File: src/rtl/prog_loader.sv
// ----------------------------------------------------------------------------
// prog_loader
// Loads a program into instruction memory from an asynchronous byte-wide pin
// interface while holding the processor, then releases it with a restart
// pulse once DEPTH bytes have been written.
//
// Optional feature: define PROG_LOADER_CHECKSUM_EN to require one extra
// checksum byte after the program; the 8-bit sum of all bytes must be zero
// for the load to be accepted.
//
// Ports:
//   clk        in   single clock, rising edge
//   rst        in   synchronous active-high reset
//   load_req   in   async level, high requests a load session
//   strobe_in  in   async byte strobe, rising edge marks data_in valid
//   data_in    in   program byte
//   wr_en      out  one-cycle instruction-memory write pulse
//   wr_addr    out  instruction-memory write address
//   wr_data    out  instruction-memory write data
//   cpu_hold   out  freezes the processor
//   cpu_rst    out  one-cycle processor restart pulse
//   load_done  out  a completed program is resident
//   load_err   out  last session aborted or failed its checksum
//   byte_cnt   out  bytes accepted in the current session
// ----------------------------------------------------------------------------
module prog_loader #(
    parameter int DEPTH       = 16,
    parameter int SYNC_STAGES = 2
) (
    input  logic       clk,
    input  logic       rst,
    input  logic       load_req,
    input  logic       strobe_in,
    input  logic [7:0] data_in,
    output logic       wr_en,
    output logic [3:0] wr_addr,
    output logic [7:0] wr_data,
    output logic       cpu_hold,
    output logic       cpu_rst,
    output logic       load_done,
    output logic       load_err,
    output logic [4:0] byte_cnt
);

    // Two flops is the floor for metastability protection.
    localparam int         NS       = (SYNC_STAGES < 2) ? 2 : SYNC_STAGES;
    localparam logic [4:0] LAST_IDX = 5'(DEPTH - 1);

    typedef enum logic [2:0] {
        S_IDLE = 3'd0,
        S_LOAD = 3'd1,
`ifdef PROG_LOADER_CHECKSUM_EN
        S_CHK  = 3'd2,
`endif
        S_DONE = 3'd3,
        S_ERR  = 3'd4
    } state_e;

    logic [NS-1:0] strobe_sync_q;
    logic [NS-1:0] req_sync_q;
    logic          strobe_dly_q;
    logic          strobe_evt_s;
    logic          req_s;

    state_e     state_q,     state_d;
    logic [4:0] byte_cnt_q,  byte_cnt_d;
    logic       wr_en_q,     wr_en_d;
    logic [3:0] wr_addr_q,   wr_addr_d;
    logic [7:0] wr_data_q,   wr_data_d;
    logic       cpu_hold_q,  cpu_hold_d;
    logic       cpu_rst_q,   cpu_rst_d;
    logic       load_done_q, load_done_d;
    logic       load_err_q,  load_err_d;
`ifdef PROG_LOADER_CHECKSUM_EN
    logic [7:0] sum_q,       sum_d;
`endif

    assign strobe_evt_s = strobe_sync_q[NS-1] & ~strobe_dly_q;
    assign req_s        = req_sync_q[NS-1];

    // Synchronizer chains for the pin inputs plus the strobe edge-detect delay
    always_ff @(posedge clk) begin
        if (rst) begin
            strobe_sync_q <= {NS{1'b0}};
            req_sync_q    <= {NS{1'b0}};
            strobe_dly_q  <= 1'b0;
        end else begin
            strobe_sync_q <= {strobe_sync_q[NS-2:0], strobe_in};
            req_sync_q    <= {req_sync_q[NS-2:0], load_req};
            strobe_dly_q  <= strobe_sync_q[NS-1];
        end
    end

    // Next-state, write-port and status decode
    always_comb begin
        state_d    = state_q;
        byte_cnt_d = byte_cnt_q;
        wr_en_d    = 1'b0;
        wr_addr_d  = wr_addr_q;
        wr_data_d  = wr_data_q;
`ifdef PROG_LOADER_CHECKSUM_EN
        sum_d      = sum_q;
`endif
        case (state_q)
            S_IDLE: begin
                if (req_s) begin
                    state_d    = S_LOAD;
                    byte_cnt_d = 5'd0;
`ifdef PROG_LOADER_CHECKSUM_EN
                    sum_d      = 8'd0;
`endif
                end else begin
                    state_d = S_IDLE;
                end
            end
            S_LOAD: begin
                // Abort has priority: a strobe in the same cycle is dropped.
                if (!req_s) begin
                    state_d = S_ERR;
                end else if (strobe_evt_s) begin
                    wr_en_d    = 1'b1;
                    wr_addr_d  = byte_cnt_q[3:0];
                    wr_data_d  = data_in;
                    byte_cnt_d = byte_cnt_q + 5'd1;
`ifdef PROG_LOADER_CHECKSUM_EN
                    sum_d      = sum_q + data_in;
                    if (byte_cnt_q == LAST_IDX) begin
                        state_d = S_CHK;
                    end else begin
                        state_d = S_LOAD;
                    end
`else
                    if (byte_cnt_q == LAST_IDX) begin
                        state_d = S_DONE;
                    end else begin
                        state_d = S_LOAD;
                    end
`endif
                end else begin
                    state_d = S_LOAD;
                end
            end
`ifdef PROG_LOADER_CHECKSUM_EN
            S_CHK: begin
                // Checksum byte is counted but never written to memory.
                if (!req_s) begin
                    state_d = S_ERR;
                end else if (strobe_evt_s) begin
                    byte_cnt_d = byte_cnt_q + 5'd1;
                    if ((sum_q + data_in) == 8'd0) begin
                        state_d = S_DONE;
                    end else begin
                        state_d = S_ERR;
                    end
                end else begin
                    state_d = S_CHK;
                end
            end
`endif
            S_DONE: begin
                if (!req_s) begin
                    state_d = S_IDLE;
                end else begin
                    state_d = S_DONE;
                end
            end
            S_ERR: begin
                if (req_s) begin
                    state_d    = S_LOAD;
                    byte_cnt_d = 5'd0;
`ifdef PROG_LOADER_CHECKSUM_EN
                    sum_d      = 8'd0;
`endif
                end else begin
                    state_d = S_ERR;
                end
            end
            default: begin
                state_d = S_IDLE;
            end
        endcase

        // Status flags are decoded from the next state so they register
        // alongside the state they describe.
        cpu_hold_d  = (state_d == S_LOAD) || (state_d == S_ERR)
`ifdef PROG_LOADER_CHECKSUM_EN
                      || (state_d == S_CHK)
`endif
                      ;
        load_done_d = (state_d == S_DONE);
        load_err_d  = (state_d == S_ERR);
        cpu_rst_d   = (state_d == S_DONE) && (state_q != S_DONE);
    end

    // State and registered output update
    always_ff @(posedge clk) begin
        if (rst) begin
            state_q     <= S_IDLE;
            byte_cnt_q  <= 5'd0;
            wr_en_q     <= 1'b0;
            wr_addr_q   <= 4'd0;
            wr_data_q   <= 8'd0;
            cpu_hold_q  <= 1'b0;
            cpu_rst_q   <= 1'b0;
            load_done_q <= 1'b0;
            load_err_q  <= 1'b0;
`ifdef PROG_LOADER_CHECKSUM_EN
            sum_q       <= 8'd0;
`endif
        end else begin
            state_q     <= state_d;
            byte_cnt_q  <= byte_cnt_d;
            wr_en_q     <= wr_en_d;
            wr_addr_q   <= wr_addr_d;
            wr_data_q   <= wr_data_d;
            cpu_hold_q  <= cpu_hold_d;
            cpu_rst_q   <= cpu_rst_d;
            load_done_q <= load_done_d;
            load_err_q  <= load_err_d;
`ifdef PROG_LOADER_CHECKSUM_EN
            sum_q       <= sum_d;
`endif
        end
    end

    assign wr_en     = wr_en_q;
    assign wr_addr   = wr_addr_q;
    assign wr_data   = wr_data_q;
    assign cpu_hold  = cpu_hold_q;
    assign cpu_rst   = cpu_rst_q;
    assign load_done = load_done_q;
    assign load_err  = load_err_q;
    assign byte_cnt  = byte_cnt_q;

endmodule
File: config.mk
export PLATFORM = sky130hd
export DESIGN_NAME = prog_loader
export DESIGN_NICKNAME = d
export VERILOG_FILES = /design/src/rtl/prog_loader.sv
export SDC_FILE = /design/constraint.sdc
export NUM_CORES = 1
export LEC_CHECK = 0
export CAP_MARGIN = 20
export CORE_MARGIN = 4
export CORE_UTILIZATION = 35
export CTS_CLUSTER_DIAMETER = 50
export DETAILED_ROUTE_END_ITERATION = 6
export REMOVE_ABC_BUFFERS = 1
export SYNTH_ARGS = -nofsm -noshare
export SYNTH_HDL_FRONTEND = slang
export SYNTH_SLANG_ARGS = --single-unit
export TNS_END_PERCENT = 20
File: constraint.sdc
create_clock -name clk -period 1.55 [get_ports clk]
set_input_delay 0.2325 -clock clk [delete_from_list [all_inputs] [get_ports clk]]
set_output_delay 0.2325 -clock clk [all_outputs]
set_load 0.02 [all_outputs]
=== Word-level counts from Yosys, hierarchy flattened ===
Index checks and enable logic that the tools add are counted.

* Logic and storage cells: 48
* Memories kept: 0
* Bits in writable memories: 0
* Output and inout port bits: 22
* Memory bits (read-only): 0
* Latch bits: 0
* Register bits: 30

* Add/subtract/negate cells: 1
* Shift-type cells: 0
* Reductions and logical operators: 8
* Equality and inequality tests: 11
* Multiplexer cells: 12
* $mul: 0
* Order comparisons: 0
* Div/mod/pow operators: 0
* Bitwise operators: 4

{| class="wikitable"
|+ Operator list
! kind !! count
|-
| $mux W5 || 3
|-
| $pmux W3 S4 || 1
|-
| $pmux W5 S2 || 1
|-
| $mux W3 || 3
|-
| $eq A3 B1 Y1 const B || 2
|-
| $eq A3 B2 Y1 const B || 2
|-
| $eq A3 B3 Y1 const B || 2
|-
| $add A5 B1 Y5 const B || 1
|-
| $eq A5 B4 Y1 const B || 1
|-
| $mux W2 || 2
|-
| $ne A2 B2 Y1 const B || 2
|-
| $reduce_and A4 Y1 || 1
|-
| $logic_not A3 Y1 || 1
|-
| $ne A3 B2 Y1 const B || 1
|-
| $not A1 Y1 || 3
|-
| $reduce_and A3 Y1 || 1
|-
| $reduce_or A3 Y1 || 1
|-
| $mux W1 || 2
|-
| $ne A2 B1 Y1 const B || 1
|-
| $reduce_bool A2 Y1 || 1
|-
| $reduce_or A2 Y1 || 1
|-
| $and A1 B1 Y1 || 1
|-
| $logic_and A1 B1 Y1 || 1
|-
| $logic_or A1 B1 Y1 || 1
|}

=== Longest topological paths before layout ===
* Word-level depth: 7
* Depth in mapped cells: 5
* Depth with buffers taken out: 5

=== Worst setup path after synthesis ===
OpenSTA, ideal clock, no wires.

* Kind: register -> register
* From: reg byte_cnt_q[0] (netlist: byte_cnt[0])
* To: reg byte_cnt_q[4] (netlist: byte_cnt[4])
* Required time: 1.479 ns
* Path slack: -0.028 ns
* Path buffers: 0
* Clock period less this slack: 1.578 ns
* Cell stages (with the launch flop): 6
* Arrival time: 1.508 ns
* Library setup time: 0.071 ns
* Path through: dfxtp_1 -> ha_1 -> and3_1 -> ha_1 -> or3_1 -> a21oi_1

* Cells in the longest elaborated chain, start to end: 4

{| class="wikitable"
|+ RTL lines
! item !! line !! RTL
|-
| from (decl) || 66 || <nowiki>logic [4:0] byte_cnt_q, byte_cnt_d;</nowiki>
|-
| from (signal assigned) || 212 || <nowiki>byte_cnt_q <= byte_cnt_d;</nowiki>
|-
| $add A5 B1 Y5 || 124 || <nowiki>byte_cnt_d = byte_cnt_q + 5'd1;</nowiki>
|-
| $mux W5 || 120 || <nowiki>end else if (strobe_evt_s) begin</nowiki>
|-
| $mux W5 || 118 || <nowiki>if (!req_s) begin</nowiki>
|-
| $pmux W5 S2 || 104 || <nowiki>case (state_q)</nowiki>
|}

Every way passes these cells. The select of a mux whose other input is x is not followed.
A chain may end at the register's enable or synchronous reset.

=== Worst setup path in the final report ===
* From: reg wr_data_q[4] (netlist: wr_data[4])
* To: out wr_data[4]

{| class="wikitable"
|+ RTL lines
! item !! line !! RTL
|-
| from (decl) || 69 || <nowiki>logic [7:0] wr_data_q, wr_data_d;</nowiki>
|-
| from (signal assigned) || 215 || <nowiki>wr_data_q <= wr_data_d;</nowiki>
|-
| to (decl) || 37 || <nowiki>output logic [7:0] wr_data,</nowiki>
|}

No word-level cell between the ends.

==> qor.csv <==
stage;metric;value;unit
global_route;grt_max_degree;20;
route;ant_nets;0;
die;initial_utilization;37.1;%
sta;tightest_slew;455;ps
finish;nets;178;
pwr;max-vdd-ir-drop;0.562;mV
pwr;powerDensity;812;mW/mm2
die;core_area;0.00308;mm2
pwr;p_seq_share;57.9;%
global_route;antenna_found_initial;0;
worst_setup_path;crit_buf_inv;1;
synth;synth.area.mux_share;0.876;%
pwr;p_int;1040;uW
route;drc;0;
global_route;grt_pass1_wl;4.68;mm
worst_setup_path;arrival;1270;ps
synth;syn_avg_cell_area;9.21;um2
clock_tree;clk_latency;340;ps
finish;fillCellCount;290;
clock_tree;root_buffer;clkbuf_4;
worst_setup_path;path_class;reg2out;
sta;hold_ws;444;ps
finish;syn2layout_area_growth;46.2;%
finish;drive_gt1_share;14.5;%
clock_tree;cts_buffers;5;
sta;max_freq;664;MHz
pwr;p_sw_share;23.0;%
sta;rsz0062_at_grt;false;
clock_tree;clockBufferDepth;2;
synth;synthAdderAreaFrac;2.19;%
die;ios;34;
die;die_w;65.1;um
synth;ys_seq_elements;30;
placed_design;portBuffers;33;
pwr;clock_power_share;36.3;%
die;fp-row-count;20;
route;vias;1062;
hold_path;hold_path.class;reg2reg;
clock_tree;post_cts_buffers;0;
synth;synth_top_family_by_area;simple AND/OR/NAND/NOR gates;
finish;final_core_util;54.3;%
sta;fin_crit_sh;97.1;%
route;routed_wl;2.80;mm
synth;synthCells;124;
worst_setup_path;crit_chain;clkdlybuf4s50_1;
job;max_cap_violations;0;
pwr;power.switching;313;uW
worst_setup_path;required;1320;ps
synth;synth_compound_area_share;17.0;%
worst_setup_path;critPathSlowestCell;clkdlybuf4s50_1;
clock_tree;cts_sinks;30;
synth;synth_cell_types;28;
global_route;track_usage;14.4;%
route;via_per_inst;5.08;
die;die-area;0.00424;mm2
sta;skew;7.69;ps
global_route;grt_pass1_vias;1099;
clock_tree;cts_tree;done;
synth;synth-simple-area-share;21.7;%
route;firstDrtPassIters;4;
sta;slew_violations;0;
pwr;comb_power_share;5.9;%
worst_setup_path;cp_max_fo;2;
placed_design;gp_congestion;0.768;
worst_setup_path;crit_family;buffers and inverters;
pwr;power.leakage;0.000833;uW
route;drt_iter0_drc;30;
placed_design;hpwl;1.92;mm
clock_tree;clkTransAtPathRegs;90;ps
synth;synth_warnings;0;
sta;finalHoldViolCount;0;
route;detail_route.wl_per_cell;13.4;um
synth;yosysSeqAreaShare;52.6;%
status;outcome;finished clean;
sta;fin_crit;1510;ps
worst_setup_path;slowest_delay;610;ps
sta;slew_headroom;69.4;%
worst_setup_path;crit_path_end_kind;output pin;
clock_tree;cts-hold-fix-buffers;0;
finish;antenna_cells;0;
synth;synth-xor-area-share;0.767;%
global_route;overflow;0;
sta;setup_viol;0;
die;die_height;65.1;um
worst_setup_path;startpoint_type;flop;
synth;syn-cell-area;0.00114;mm2
clock_tree;htree_levels;2;
==> final timing paths <==
path                                        from               end  slack, ps  cells past startpoint
worst max register to register       byte_cnt[0]       byte_cnt[4]         90                      5
worst min-delay path            strobe_sync_q[0]  strobe_sync_q[1]        440                      1
worst min register to register  strobe_sync_q[0]  strobe_sync_q[1]        440                      1
worst max-delay path                  wr_data[4]        wr_data[4]         40                      1
==> metrics by stage <==
step | area, um2 | std cells | power [uW] | setup WS (ps) | TNS, ps
floorplan | 1100 | 114 | 826 | -107 | -258
global placement | 1560 | 201 | 882 | 63.7 | 0
detailed placement | 1560 | 201 | 883 | 30.9 | 0
finish | 1670 | 209 | 1360 | 45.0 | 0
global route | 1670 | 209 | 1410 | 2.70 | 0
CTS | 1620 | 209 | 1370 | -1.94 | -1.94
==> Yosys cell counts <==
| master | instances | share of area, % |
|---|---|---|
| xnor2_1 | 1 | 0.77 |
| nand4bb_1 | 1 | 0.99 |
| nor2b_1 | 7 | 3.8 |
| nor3b_1 | 1 | 0.66 |
| a211oi_1 | 1 | 0.66 |
| or3b_2 | 1 | 0.77 |
| o21ai_0 | 13 | 5.7 |
| a21boi_1 | 1 | 0.66 |
| and4bb_2 | 1 | 1.1 |
| nor3_1 | 2 | 0.88 |
| nand2b_1 | 1 | 0.55 |
| a32oi_1 | 1 | 0.77 |
| inv_1 | 4 | 1.3 |
| o211ai_1 | 3 | 2.0 |
| nand3b_1 | 1 | 0.66 |
| mux2i_1 | 1 | 0.88 |
| a21oi_1 | 15 | 6.6 |
| ha_1 | 2 | 2.2 |
| o31ai_1 | 1 | 0.66 |
| nand3_1 | 16 | 7.0 |
| clkbuf_1 | 7 | 2.3 |
| and3_1 | 1 | 0.55 |
| nor2_1 | 3 | 0.99 |
| or3_1 | 3 | 1.6 |
| or4_1 | 2 | 1.3 |
| buf_2 | 3 | 1.3 |
| dfxtp_1 | 30 | 53 |
| and3b_1 | 1 | 0.77 |
==> power groups by stage <==
stage	logic [uW]	registers, uW	clock network [uW]
2_1_floorplan	20.5	805	0
3_3_place_gp	78.6	803	0
3_5_place_dp	79.4	803	0
4_1_cts	79.6	785	506
5_1_grt	85.3	787	535
6_report	79.5	785	492
==> routing by layer <==
layer | part of all wire [%] | track usage, % | routed length, um
met2 | 47 | 24.1 | 1330
met1 | 44 | 15.6 | 1250
met5 | 0 | 0 | 0
met3 | 6.5 | 5.81 | 181
met4 | 1.7 | 7.51 | 49
==> cell type report <==
type | count | area [um2] | share of cell area [%]
multi-input cells | 80 | 507 | 30.3
clock inverters | 1 | 5.00 | 0.300
repair buffers | 43 | 430 | 25.8
inverters | 4 | 15.0 | 0.899
well taps | 44 | 55.1 | 3.30
flip-flops and latches | 30 | 603 | 36.1
clock buffers | 7 | 55.1 | 3.30
==> kinds of logic (layout without fill, tap and decap cells) <==
group	after synthesis	after routing
AO/OA/AOI/OAI	35	35
XOR/XNOR	1	1
flip-flops	30	30
adder cells (fa/ha/maj)	2	2
multiplexers	1	1
buffers and inverters	14	55
AND/OR/NAND/NOR	41	41
==> placed cells by master (no fill, tap or decap) <==
cell | netlist | layout
dfxtp_1 | 30 | 28
clkdlybuf4s50_1 | 0 | 17
nand3_1 | 16 | 16
a21oi_1 | 15 | 14
o21ai_0 | 13 | 13
dlymetal6s2s_1 | 0 | 12
buf_4 | 0 | 10
nor2b_1 | 7 | 7
clkbuf_4 | 0 | 5
inv_1 | 4 | 4
dlygate4sd2_1 | 0 | 4
nor2_1 | 3 | 3
o211ai_1 | 3 | 3
or4_1 | 2 | 2
nor3_1 | 2 | 2
or3_1 | 3 | 2
dfxtp_2 | 0 | 2
and3_1 | 1 | 1
xnor2_1 | 1 | 1
and4bb_2 | 1 | 1
and3b_1 | 1 | 1
a32oi_1 | 1 | 1
a21boi_1 | 1 | 1
nand2b_1 | 1 | 1
nand4bb_1 | 1 | 1
o31ai_1 | 1 | 1
nor3b_1 | 1 | 1
a211oi_1 | 1 | 1
or3b_2 | 1 | 1
nand3b_1 | 1 | 1
mux2i_1 | 1 | 1
or3_4 | 0 | 1
a21oi_2 | 0 | 1
ha_4 | 0 | 1
ha_1 | 2 | 1
clkbuf_8 | 0 | 1
clkinv_2 | 0 | 1
clkbuf_1 | 7 | 1
==> registers in the layout (all words and copies together), names as in the netlist <==
signal / cells
wr_data: 8
byte_cnt: 5
wr_addr: 4
state_q: 3
req_sync_q: 2
strobe_sync_q: 2
cpu_hold: 1
cpu_rst: 1
load_done: 1
load_err: 1
strobe_dly_q: 1
wr_en: 1
==> timing repair <==
item | in CTS | in global routing
setup endpoints to repair | 5 | 13
resized for setup | 5 | 17
pin swaps | 0 | 2
==> worst reg2reg max path, cell delays in order, from the launching register on <==
cell and delay [ps]:
dfxtp_2 350, ha_4 150, and3_1 180, ha_1 270, or3_4 330, a21oi_2 130
No activity file was read; power rests on OpenSTA's default activity.
==> variant 1: new RTL, same settings <==
Register the output `byte_cnt` once more, cleared by the reset; this adds one clock of latency there. The other outputs are not delayed to match.
--- a/src/rtl/prog_loader.sv
+++ b/src/rtl/prog_loader.sv
@@ -230,6 +230,12 @@
     assign cpu_rst   = cpu_rst_q;
     assign load_done = load_done_q;
     assign load_err  = load_err_q;
-    assign byte_cnt  = byte_cnt_q;
+    always_ff @(posedge clk) begin
+        if (rst) begin
+            byte_cnt <= '0;
+        end else begin
+            byte_cnt <= byte_cnt_q;
+        end
+    end
 
 endmodule
Behaviour: not the same (Yosys sat finds a counterexample within 10 cycles, from zero or initial values and one cycle with rst high).
==> variant 1 against the original RTL <==
- maximum frequency increased by 1.9%
- area after synthesis is 12% higher
- wire length is the same
- total power increased by 19%
- setup slack gained 0.027 ns
- utilization decreased by 2.0 points
- largest cell class unchanged
- sequential cell count grew 5
- final area up 7.6%
==> variant 1: results (changes against the original RTL) <==
The via count of the first global-routing pass came out at 1,174 (was 1,099). The number of different library cells in the post-synthesis netlist is 29 (was 28). The CTS root buffer is clkbuf_8 (was clkbuf_4). The pin count of the biggest net entering global routing came out at 22 (was 20). The detailed-placement wirelength estimate is 1979 um (was 1922 um). The end of the worst register-to-register path was byte_cnt_q[3]$_SDFFE_PP0P_ (was byte_cnt[4]$_SDFFE_PP0P_). The setup slack at placement came out at -0.002600 ns (was 0.03088 ns).

The data arrival time of the worst path came out at 1.68 ns (was 1.27 ns). The switching power as a share of total power is 0.2191 (was 0.2305). The weighted congestion reported at the end of routability-driven placement is 0.7143 (was 0.7681). Largest cells by area after synthesis: dfxtp_1 (55%), a21oi_1 (6.3%), nand3_1 (5.9%) (was dfxtp_1 (53%), nand3_1 (7.0%), a21oi_1 (6.6%)).

Result of the run: complete, no violations (unchanged). The count of placed standard cells in the final layout, fillers left out is 220 (was 209). The overall track demand over capacity in global routing is 0.1427 (was 0.1442). The global-route wire length before repair came out at 4905 um (was 4678 um). The setup slack on the worst flop-to-flop path is 0.07 ns (was 0.09 ns).

The class of the most critical setup path is register to register (was register to primary output). The launch instance of the worst register-to-register path is strobe_sync_q[1]$_SDFF_PP0_ (was byte_cnt[0]$_SDFFE_PP0P_). The instance count after placement with tap cells included is 212 (was 201). The startpoint of the lowest-slack hold path is req_sync_q[0]$_SDFF_PP0_ (was strobe_sync_q[0]$_SDFF_PP0_).

The detailed-route vias per instance is 5.018 (was 5.081). The total wire length came out at 2803 um (unchanged). The maximum vdd drop came to 0.5086 mV (was 0.5618 mV).

The leakage component of the power came out at 0.0006376 uW (was 0.0008334 uW). The clock edge transition at the registers on the reported setup and hold paths is 0.07 ns (was 0.09 ns). The longest individual stage delay on the worst path is 0.49 ns (was 0.61 ns).

The cell type of the slowest stage on the worst timing path is or4_1 (was clkdlybuf4s50_1). Commonest cells post-synth: dfxtp_1 (35), a21oi_1 (16), nand3_1 (15) (was dfxtp_1 (30), nand3_1 (16), a21oi_1 (15)). The smallest hold slack is 0.4381 ns (was 0.4440 ns). The worst setup skew after layout came out at 0.005893 ns (was 0.007688 ns). The area of the multi-input gates came out at 525.5 sq um (was 506.7 sq um).

The total of fill cells in the finished design is 336 (was 290). The startpoint of the most critical setup path is strobe_sync_q[1]$_SDFF_PP0_ (was wr_data[4]$_SDFFE_PP0P_).
-- variant 1: cell types whose count changed in the layout (fill, tap and decap cells not counted), sizes merged, moves of 2 or more --
cell | before | now
clkbuf | 7 | 5
nand3b | 1 | 3
clkinv | 1 | 3
clkdlybuf4s50 | 17 | 33
nor2b | 7 | 11
dlymetal6s2s | 12 | 0
nor2 | 3 | 1
dlygate4sd2 | 4 | 0
nor4 | 0 | 3
dfxtp | 30 | 35
-- variant 1: final cells by class --
class / count / share of cell area
Clock buffer: 5 / 0.03827
Clock inverter: 3 / 0.008351
Timing Repair Buffer: 44 / 0.2317
Sequential cell: 35 / 0.3911
Multi-Input combinational cell: 84 / 0.2923
Inverter: 3 / 0.006263
Tap cell: 46 / 0.03201
-- variant 1: kinds of logic (layout without fill, tap and decap cells) --
family / after synthesis / after routing / share of synthesized area
AOI/OAI and AO/OA: 35 / 35 / 0.1556
and+or+nand+nor: 45 / 45 / 0.2143
buffers and inverters: 14 / 55 / 0.04794
DFF: 35 / 35 / 0.5479
adders and majority gates: 2 / 2 / 0.01957
xor gates and xnor gates: 1 / 1 / 0.006851
muxes: 1 / 1 / 0.007828
-- variant 1: worst max-delay path: cells and delay by family (launching register included) --
| kind | cells | cell delay, ns |
|---|---|---|
| flip-flops | 1 | 0.34 |
| AND/OR/NAND/NOR | 2 | 0.87 |
| AO/OA/AOI/OAI | 1 | 0.19 |
-- variant 1: metal layers --
| metal | wire length [um] | vias to the layer above | share of wire | track usage |
|---|---|---|---|---|
| met5 | 0 | - | 0 | 0 |
| met4 | 40 | 0 | 0.014 | 0.07444 |
| met3 | 135 | 2 | 0.048 | 0.05583 |
| met2 | 1379 | 32 | 0.49 | 0.2443 |
| met1 | 1248 | 518 | 0.45 | 0.1491 |
| li1 | - | 552 | - | - |
==> variant 2: new RTL, same flow settings <==
Made on the original files. `SYNC_STAGES`: 2 -> 4.
--- a/src/rtl/prog_loader.sv
+++ b/src/rtl/prog_loader.sv
@@ -25,7 +25,7 @@
 // ----------------------------------------------------------------------------
 module prog_loader #(
     parameter int DEPTH       = 16,
-    parameter int SYNC_STAGES = 2
+    parameter int SYNC_STAGES = 4
 ) (
     input  logic       clk,
     input  logic       rst,
Function: changed (a bounded check fails within 4 cycles, from zero or initial values and one cycle with rst high).
==> variant 2 against the original RTL <==
- critical path depth unchanged
- total power up 4.8%
- clock power is 5.1% lower
- largest power group unchanged
- area after synthesis grew 9.9%
- wire length shrank 1.7%
- setup slack better by 0.012 ns
- die area grew 8.6%
- maximum frequency increased by 0.79%
- combinational power fell by 12%
- final area is 5.8% higher
- largest cell class unchanged
- sequential cell count increased by 4
==> variant 2: results (changes against the original RTL) <==
The number of flip-flops under the largest register name is 8 (unchanged). The later pin in the worst-skew pair is clocked with a latency of 0.33 ns. The total of fill cells in the finished design was 310 (was 290).

The weighted congestion reported at the end of routability-driven placement is 0.7515 (was 0.7681). The proportion of layout cells with a drive suffix above 1 is 0.1395 (was 0.1455). The post-layout net count came out at 187 (was 178).

The fraction of the core area covered by cells at the end of the flow came out at 0.5212 (was 0.5427). Largest cells by area after synthesis: dfxtp_1 (54%), a21oi_1 (6.4%), nand3_1 (6.0%) (was dfxtp_1 (53%), nand3_1 (7.0%), a21oi_1 (6.6%)). The path depth of the worst reg2reg path is 4 (was 5).

The instance count after placement with tap cells included is 212 (was 201). The global-route wire length before repair is 4671 um (was 4678 um). The TritonCTS buffer count is 5 (unchanged). The number of cells traversed by the worst hold path came out at 1 (unchanged). The highest fanout seen on the critical path is 2 (unchanged). The number of antenna diodes came out at 0 (unchanged). Result of the run: complete, no violations (unchanged). The per-instance average area after synthesis is 9.580 sq um (was 9.212 sq um). The number of different library cells in the post-synthesis netlist came to 28 (unchanged). The placement-stage cell area was 0.001690 sq mm (was 0.001562 sq mm).

The count of placed standard cells in the final layout, fillers left out came out at 218 (was 209). The iteration-0 DRC count of the detailed router is 60 (was 30). The worst-case clock buffer depth is 2 (unchanged).

The worst slew slack as a fraction of its limit is 0.7799 (was 0.6935). The detailed-route vias per instance came out at 4.931 (was 5.081). The total wire length was 2755 um (was 2803 um).

The worst setup skew after layout is 0.001674 ns (was 0.007688 ns). The overall track demand over capacity in global routing came out at 0.1376 (was 0.1442). The setup slack at placement is 0.05397 ns (was 0.03088 ns). The proportion of synthesized chip area in sequential cells is 0.5424 (was 0.5257). Commonest cells post-synth: dfxtp_1 (34), a21oi_1 (16), nand3_1 (15) (was dfxtp_1 (30), nand3_1 (16), a21oi_1 (15)). The via count of the first global-routing pass is 1,050 (was 1,099).

The detailed-placement wirelength estimate was 1931 um (was 1922 um). The leakage component of the power is 0.0008244 uW (was 0.0008334 uW). The CTS root buffer was clkbuf_4 (unchanged). The pin count of the biggest net entering global routing was 22 (was 20).

The maximum vdd drop is 0.5303 mV (was 0.5618 mV). The number of detailed-routing iterations run before antenna repair is 4 (unchanged).
variant 2: cell count changes after synthesis, sizes merged, moves of 2 or more:
cell,change
nor4,+3
nor2,-3
nand3b,+2
clkbuf,+2
nor2b,+4
dfxtp,+4
variant 2: layout make-up:
cell class                 instances  share of cell area
sequential                        34              0.3860
multi-input combinational         83              0.2925
timing repair buffer              46              0.2535
tap                               46             0.03258
clock buffer                       6             0.02904
inverter                           3            0.006374
variant 2: final timing paths:
kind	to	slack, ns	start
setup reg to reg	byte_cnt[4]$_SDFFE_PP0P_	0.07	strobe_dly_q$_SDFF_PP0_
hold reg to reg	strobe_sync_q[1]$_SDFF_PP0_	0.44	strobe_sync_q[0]$_SDFF_PP0_
setup / recovery	wr_addr[1]	0.06	wr_addr[1]$_SDFFE_PP0P_
hold / removal	strobe_sync_q[1]$_SDFF_PP0_	0.44	strobe_sync_q[0]$_SDFF_PP0_
variant 2: per-layer routing:
| metal | share of wire | GRT usage | up-vias |
|---|---|---|---|
| li1 | - | - | 547 |
| met1 | 0.43 | 0.1594 | 495 |
| met2 | 0.50 | 0.2187 | 27 |
| met3 | 0.057 | 0.05747 | 6 |
| met4 | 0.016 | 0.06700 | 0 |
| met5 | 0 | 0 | - |
variant 2: cells by family after synthesis:
family / synth area share
compound gates: 0.1585
xor+xnor: 0.006980
fa+ha+maj: 0.01994
buf+inv: 0.04885
flops: 0.5424
mux: 0.007976
simple gates: 0.2154
variant 2: where the power goes:
part | switching, uW | internal [uW]
clock | 263 | 204
sequential | 3.09 | 881
combinational | 27.5 | 42.3
variant 2: what timing repair did:
item | 4_1_cts | 5_1_grt
setup endpoints to repair | 4 | 11
resized for setup | 4 | 12
gates cloned | 0 | 0
hold buffers | 0 | 0
pin swaps | 0 | 1
